==> src/rtl/mux_skid_n.sv <==
// N-way select stage: registered output plus one skid entry; one cycle from accept to out_valid.
// Stalls by dropping in_ready once the skid entry is occupied, so in_ready never depends on out_ready.
module mux_skid_n #(
  parameter int WIDTH  = 32,
  parameter int NUM_IN = 4,
  parameter int SEL_W  = $clog2(NUM_IN)
) (
  input  logic                    clk,
  input  logic                    rst_n,
  input  logic [NUM_IN*WIDTH-1:0] in_data,
  input  logic [NUM_IN-1:0]       in_valid,
  output logic [NUM_IN-1:0]       in_ready,
  input  logic [SEL_W-1:0]        sel,
  input  logic                    flush,
  output logic [WIDTH-1:0]        out_data,
  output logic                    out_valid,
  output logic [SEL_W-1:0]        out_sel,
  input  logic                    out_ready
);

  // Occupancy is carried entirely by the two valid bits: {skid, main}.
  typedef enum logic [1:0] {
    EMPTY = 2'b00,
    ONE   = 2'b01,
    TWO   = 2'b11
  } state_t;

  logic [WIDTH-1:0] main_dat_q, main_dat_d;
  logic [SEL_W-1:0] main_sel_q, main_sel_d;
  logic             main_vld_q, main_vld_d;
  logic [WIDTH-1:0] skid_dat_q, skid_dat_d;
  logic [SEL_W-1:0] skid_sel_q, skid_sel_d;
  logic             skid_vld_q, skid_vld_d;

  logic [NUM_IN-1:0] sel_hit;
  logic [WIDTH-1:0]  sel_dat;
  logic              accept;
  logic              pop;
  state_t            state;

  // Out-of-range sel simply matches no channel, so nothing is accepted.
  always_comb begin
    sel_hit = '0;
    sel_dat = '0;
    for (int i = 0; i < NUM_IN; i++) begin
      if (sel == SEL_W'(i)) begin
        sel_hit[i] = 1'b1;
        sel_dat    = in_data[i*WIDTH +: WIDTH];
      end
    end
  end

  always_comb begin
    in_ready = '0;
    if (rst_n && !flush && !skid_vld_q) begin
      in_ready = sel_hit;
    end
  end

  assign accept = |(in_valid & in_ready);
  assign pop    = main_vld_q & out_ready;
  assign state  = state_t'({skid_vld_q, main_vld_q});

  always_comb begin
    main_dat_d = main_dat_q;
    main_sel_d = main_sel_q;
    main_vld_d = main_vld_q;
    skid_dat_d = skid_dat_q;
    skid_sel_d = skid_sel_q;
    skid_vld_d = skid_vld_q;
    case (state)
      EMPTY: begin
        if (accept) begin
          main_dat_d = sel_dat;
          main_sel_d = sel;
          main_vld_d = 1'b1;
        end
      end
      ONE: begin
        if (accept && pop) begin
          main_dat_d = sel_dat;
          main_sel_d = sel;
        end else if (accept) begin
          skid_dat_d = sel_dat;
          skid_sel_d = sel;
          skid_vld_d = 1'b1;
        end else if (pop) begin
          main_vld_d = 1'b0;
        end
      end
      TWO: begin
        if (pop) begin
          main_dat_d = skid_dat_q;
          main_sel_d = skid_sel_q;
          skid_vld_d = 1'b0;
        end
      end
      default: begin
        main_vld_d = 1'b0;
        skid_vld_d = 1'b0;
      end
    endcase
    // Flush only clears valids; payload registers may keep stale contents.
    if (flush) begin
      main_vld_d = 1'b0;
      skid_vld_d = 1'b0;
    end
  end

  always_ff @(posedge clk) begin
    if (!rst_n) begin
      main_dat_q <= '0;
      main_sel_q <= '0;
      main_vld_q <= 1'b0;
      skid_dat_q <= '0;
      skid_sel_q <= '0;
      skid_vld_q <= 1'b0;
    end else begin
      main_dat_q <= main_dat_d;
      main_sel_q <= main_sel_d;
      main_vld_q <= main_vld_d;
      skid_dat_q <= skid_dat_d;
      skid_sel_q <= skid_sel_d;
      skid_vld_q <= skid_vld_d;
    end
  end

  assign out_data  = main_dat_q;
  assign out_sel   = main_sel_q;
  assign out_valid = main_vld_q;

endmodule

==> config.mk <==
export PLATFORM = sky130hd
export DESIGN_NAME = mux_skid_n
export DESIGN_NICKNAME = d
export VERILOG_FILES = /design/src/rtl/mux_skid_n.sv
export SDC_FILE = /design/constraint.sdc
export NUM_CORES = 1
export LEC_CHECK = 0
export CAP_MARGIN = 10
export CORE_UTILIZATION = 47
export CTS_CLUSTER_DIAMETER = 80
export DETAILED_ROUTE_END_ITERATION = 6
export PLACE_DENSITY = 0.87
export SYNTH_ARGS = -nofsm -noshare
export SYNTH_HDL_FRONTEND = slang
export SYNTH_SLANG_ARGS = --single-unit
export TNS_END_PERCENT = 50
==> constraint.sdc <==
create_clock -name clk -period 4.5 [get_ports clk]
set_input_delay 0.9 -clock clk [delete_from_list [all_inputs] [get_ports clk]]
set_output_delay 0.9 -clock clk [all_outputs]
set_load 0.02 [all_outputs]
---- Word-level counts from Yosys, hierarchy flattened ----
Index checks and enable logic that the tools add are counted.
word-level totals
  flip-flop bits (word level) ............. 70
  bits in latches ......................... 0
  bits in writable memories ............... 0
  ROM bits ................................ 0
  bits of input ports ..................... 138
  output and inout port bits .............. 39
  logic and storage cells ................. 62
  memories ................................ 0
operators by class
  $add $sub $neg .......................... 0
  multiply operators ...................... 0
  divide/modulo/power cells ............... 0
  order comparisons ....................... 0
  equal/unequal tests ..................... 12
  shift operators ......................... 0
  mux-type cells .......................... 24
  bitwise operators ....................... 6
  reductions and logical operators ........ 14
operators by type and width
  cell                                                             count
  32-bit 2-to-1 mux                                                7
  32-bit one-hot mux with 3 select lines                           1
  2-bit != test, second input constant                             7
  1-bit 2-to-1 mux                                                 9
  4-bit AND reduction                                              2
  2-bit == test, second input constant                             3
  2-bit 2-to-1 mux                                                 3
  1-bit one-hot mux with 3 select lines                            2
  2-bit one-hot mux with 3 select lines                            1
  5-bit AND reduction                                              1
  4-bit bitwise AND                                                1
  2-bit by 1-bit == test with 1-bit output, second input constant  2
  2-bit zero test                                                  2
  4-bit 2-to-1 mux                                                 1
  1-bit NOT                                                        4
  4-bit OR reduction                                               1
  1-bit logical AND                                                3
  3-bit AND reduction                                              1
  3-bit nonzero test                                               1
  1-bit zero test                                                  2
  2-bit OR reduction                                               1
  1-bit bitwise AND                                                1

---- Longest topological paths before layout ----
  word-level depth ........................ 9
  gate-level depth with buffers ........... 8

---- Least setup slack after synthesis ----
Ideal clock, no wire load.
  path kind ............................... input to output
  start point ............................. input port sel[1]
  end point ............................... output port in_ready[0]
  arrival time ............................ 2.091 ns
  slack ................................... 1.509 ns
  stages .................................. 3
  buffers on the path ..................... 2
  path through ............................ buf_2 > clkbuf_1 > nor4_1
on the way
  longest elaborated chain between the ends .. 3
RTL lines
  element             line  RTL
  start: declaration  13    input logic [SEL_W-1:0] sel,
  2-bit zero test     46    if (sel == SEL_W'(i)) begin
  1-bit 2-to-1 mux    46
  4-bit 2-to-1 mux    55    if (rst_n && !flush && !skid_vld_q) begin
  end: declaration    12    output logic [NUM_IN-1:0] in_ready,
Every way passes these cells.

---- Worst setup path in the final report ----
  start point ............................. input port flush
  end point ............................... output port in_ready[3]
on the way
  longest elaborated chain between the ends .. 4
RTL lines
  element                          line  RTL
  start: declaration               14    input logic flush,
  1-bit zero test                  55
  1-bit logical AND (2 in series)  55
  4-bit 2-to-1 mux                 55
Every way passes these cells.

==> impl_results.md <==
- Ant. Diodes: 0
- Arrival @ worst endpoint: 2.64 ns
- Worst EP required: 3.60 ns
- Routed wire length per instance: 15.3 um
- Worst setup margin: 0.965 ns
- Yosys cell types: 39
- Synth Flop Type: dfxtp_1
- Logic pwr share: 0.263
- CTS clk-pin slew, worst paths: 0.07 ns
- Critical setup path kind: input pin to output pin
- Slew Viols, Final: 0
- Sw Share: 0.261
- Power per cell area: 240 nW/um^2
- Post-synth ARST share: 0
- Resized Gates After CTS: 0
- FF+latch count, synth: 70
- Worst hold slack: 0.457 ns
- CTS H-tree depth: 3
- Num CTS Buffers: 9
- Post-DR vias/cell: 5.48
- Fmax: 283 MHz
- Via Count: 3911
- Setup TNS Final: 0 ns
- Die ar.: 9420 sq um
- Hold path endpoint: skid_dat_q[10]$_SDFFE_PN0P_
- CTS tree: built
- Unrepaired setup endpoints after global routing: false
- IO Pins: 177
- CP Capture Type: output pin
- Nets: 744
- PortBufs: 176
- Status: finished, final reports clean
- Highest-count cells in the layout ignoring fill and taps: 173 x clkdlybuf4s50_1, 136 x nand2_1, 72 x mux2i_1
- ANT nets after route: 0
- Area delta synth->final: 43.6%
- Tcrit/Tclk final: 0.786
- Post-DP HPWL: 7.93 mm
- Cts hold-fix bufs: 0
- Clk buf depth: 2
- Clock power frac: 0.291
- Die height: 97.1 um
- 1st-pass router iterations: 5
- Flop-to-flop setup slack: 1.78 ns
- Switching power of the nets: 382 uW
- Number of synthesized flops with an enable pin: 0
- Vias in the first global route: 4069
- Post-Synthesis Mean Instance Area: 9.46 sq um
- Reg2Reg Depth: 5
- Place WS: 0.967 ns
- Root buffer cell: clkbuf_8
- # setup viols final: 0
- First-pass GRT wire length: 18.5 mm
- Static leakage: 0.00239 uW
- CP Launch Type: input pin
- Ys Warns: 0
- Grt ovf: 0
- Share of total power in sequential cells: 0.446
- Worst slew margin: 0.348
- Largest net degree at the start of global routing: 101
- Hold Path Class: flop to flop
- Peak VDD IR: 0.167 mV
- Area leader, netlist: dfxtp_1
- Row count: 34
- Min-delay src: skid_dat_q[10]$_SDFFE_PN0P_
- Post CTS Setup Buffer Count: 0
- Worst-Skew Late Latency: 0.34 ns
- Worst Max-Slew Pin Slew: 0.975 ns
- Skew final: 0.00757 ns
- Post-synthesis net count: 590
- Initial antenna violation count: 0
- Reg2reg end: out_data[14]$_SDFFE_PN0P_
- RePlAce Congestion: 0.778
- Overall Global Routing Usage: 0.241
- Initial Util: 0.487
- Post-Place Cell Area: 5940 sq um
- Number of remaining DRC errors: 0
- Critical Path, Cell by Cell: clkdlybuf4s50_1, nor3b_2, and3_1, clkdlybuf4s50_1
- Syn Inst Count: 449
- Seq/Total Area, Yosys: 0.330
- Final Instance Area: 6100 sq um
- CP max stage delay: 0.60 ns
- Syn Std Cell Area: 4250 sq um
- Total internal power: 1080 uW
- Synth top area share: 0.330
- Crit-path most repeated cell: clkdlybuf4s50_1
- Clock Sinks: 70
- Reg2reg start: out_valid$_SDFFE_PP0P_
- Max-cap viol count: 0
- Area contributors post-synth: dfxtp_1 33%, mux2i_1 17%, nand2_1 12%
- Fin. Hold Viols: 0
- Hold depth: 2
- Share of post-route cells with drive strength above 1: 0.107
- Chip width: 97.1 um
- Commonest non-fill, non-tap cell in the layout: clkdlybuf4s50_1
- Core Area: 8720 sq um
- Max FO, Critical Path: 8
- Total power: 1460 uW
- Slowest cell on the critical path: clkdlybuf4s50_1
- Final WL: 10.9 mm
- First DRT Iteration DRCs: 208
- Post-layout minimum cycle time: 3.54 ns
-- metrics by stage --
stage,utilization,cells
6_report,0.699,714
5_1_grt,0.699,714
4_1_cts,0.699,714
3_5_place_dp,0.681,700
3_3_place_gp,0.681,700
2_1_floorplan,-,449
-- synth_stat cells (2+ instances only) --
| cell | instances |
|---|---|
| a21boi_1 | 9 |
| ha_1 | 3 |
| mux2_2 | 19 |
| buf_12 | 3 |
| clkbuf_1 | 18 |
| o31a_1 | 2 |
| mux2i_1 | 72 |
| buf_4 | 3 |
| o21ai_0 | 2 |
| a222oi_1 | 13 |
| nand2_1 | 136 |
| mux4_2 | 20 |
| buf_2 | 12 |
| nor2_1 | 4 |
| a21boi_0 | 25 |
| dfxtp_1 | 70 |
| inv_1 | 16 |
-- routing by layer --
layer / global-route usage / wire (um) / up-vias / share of wire
met3: 0.0532 / 755 / 19 / 0.069
met1: 0.270 / 4370 / 1843 / 0.40
met2: 0.444 / 5660 / 158 / 0.52
met5: 0 / 0 / - / 0
li1: - / - / 1891 / -
met4: 0.0896 / 169 / 0 / 0.015
-- critical path: cells and delay by family --
kind / cells / cell delay (ns)
buffers and inverters: 2 / 1.03
AND/OR/NAND/NOR: 2 / 0.70
-- power by group through the flow --
| stage | sequential, uW | clock (uW) | combinational [uW] |
|---|---|---|---|
| global route | 654 | 468 | 415 |
| global placement | 665 | 0 | 378 |
| floorplan | 689 | 0 | 182 |
| finish | 652 | 426 | 385 |
| detailed placement | 666 | 0 | 387 |
| CTS | 652 | 438 | 388 |
-- area by class of cell --
type                    count  area [sq um]
fillers                   662          2620
multi-input cells         325          2560
repair buffers            181          1780
flip-flops and latches     70          1400
clock buffers              12           145
well taps                 108           135
inverters                  16          60.1
clock inverters             2          10.0
-- flip-flops by register name (all words and copies together) (netlist names) --
signal      flops
out_data       32
out_sel         2
out_valid       1
skid_dat_q     32
skid_sel_q      2
skid_vld_q      1
-- cells by family after synthesis --
family	Yosys count	synth area share
buffers and inverters	54	0.0672
AND/OR/NAND/NOR	152	0.149
flip-flops	70	0.330
AO/OA/AOI/OAI	59	0.119
multiplexers	111	0.326
adder cells (fa/ha/maj)	3	0.00884
-- worst max path at each step --
stage	from	end	slack (ns)	cells after the start
6_report	flush	in_ready[3]	0.96	4
5_1_grt	flush	in_ready[2]	0.83	5
4_1_cts	flush	in_ready[1]	0.97	4
3_5_place_dp	flush	in_ready[1]	0.97	4
3_3_place_gp	flush	in_ready[2]	1.03	5
2_1_floorplan	sel[1]	in_ready[0]	1.51	3
Power figures use the tool's default switching activity.
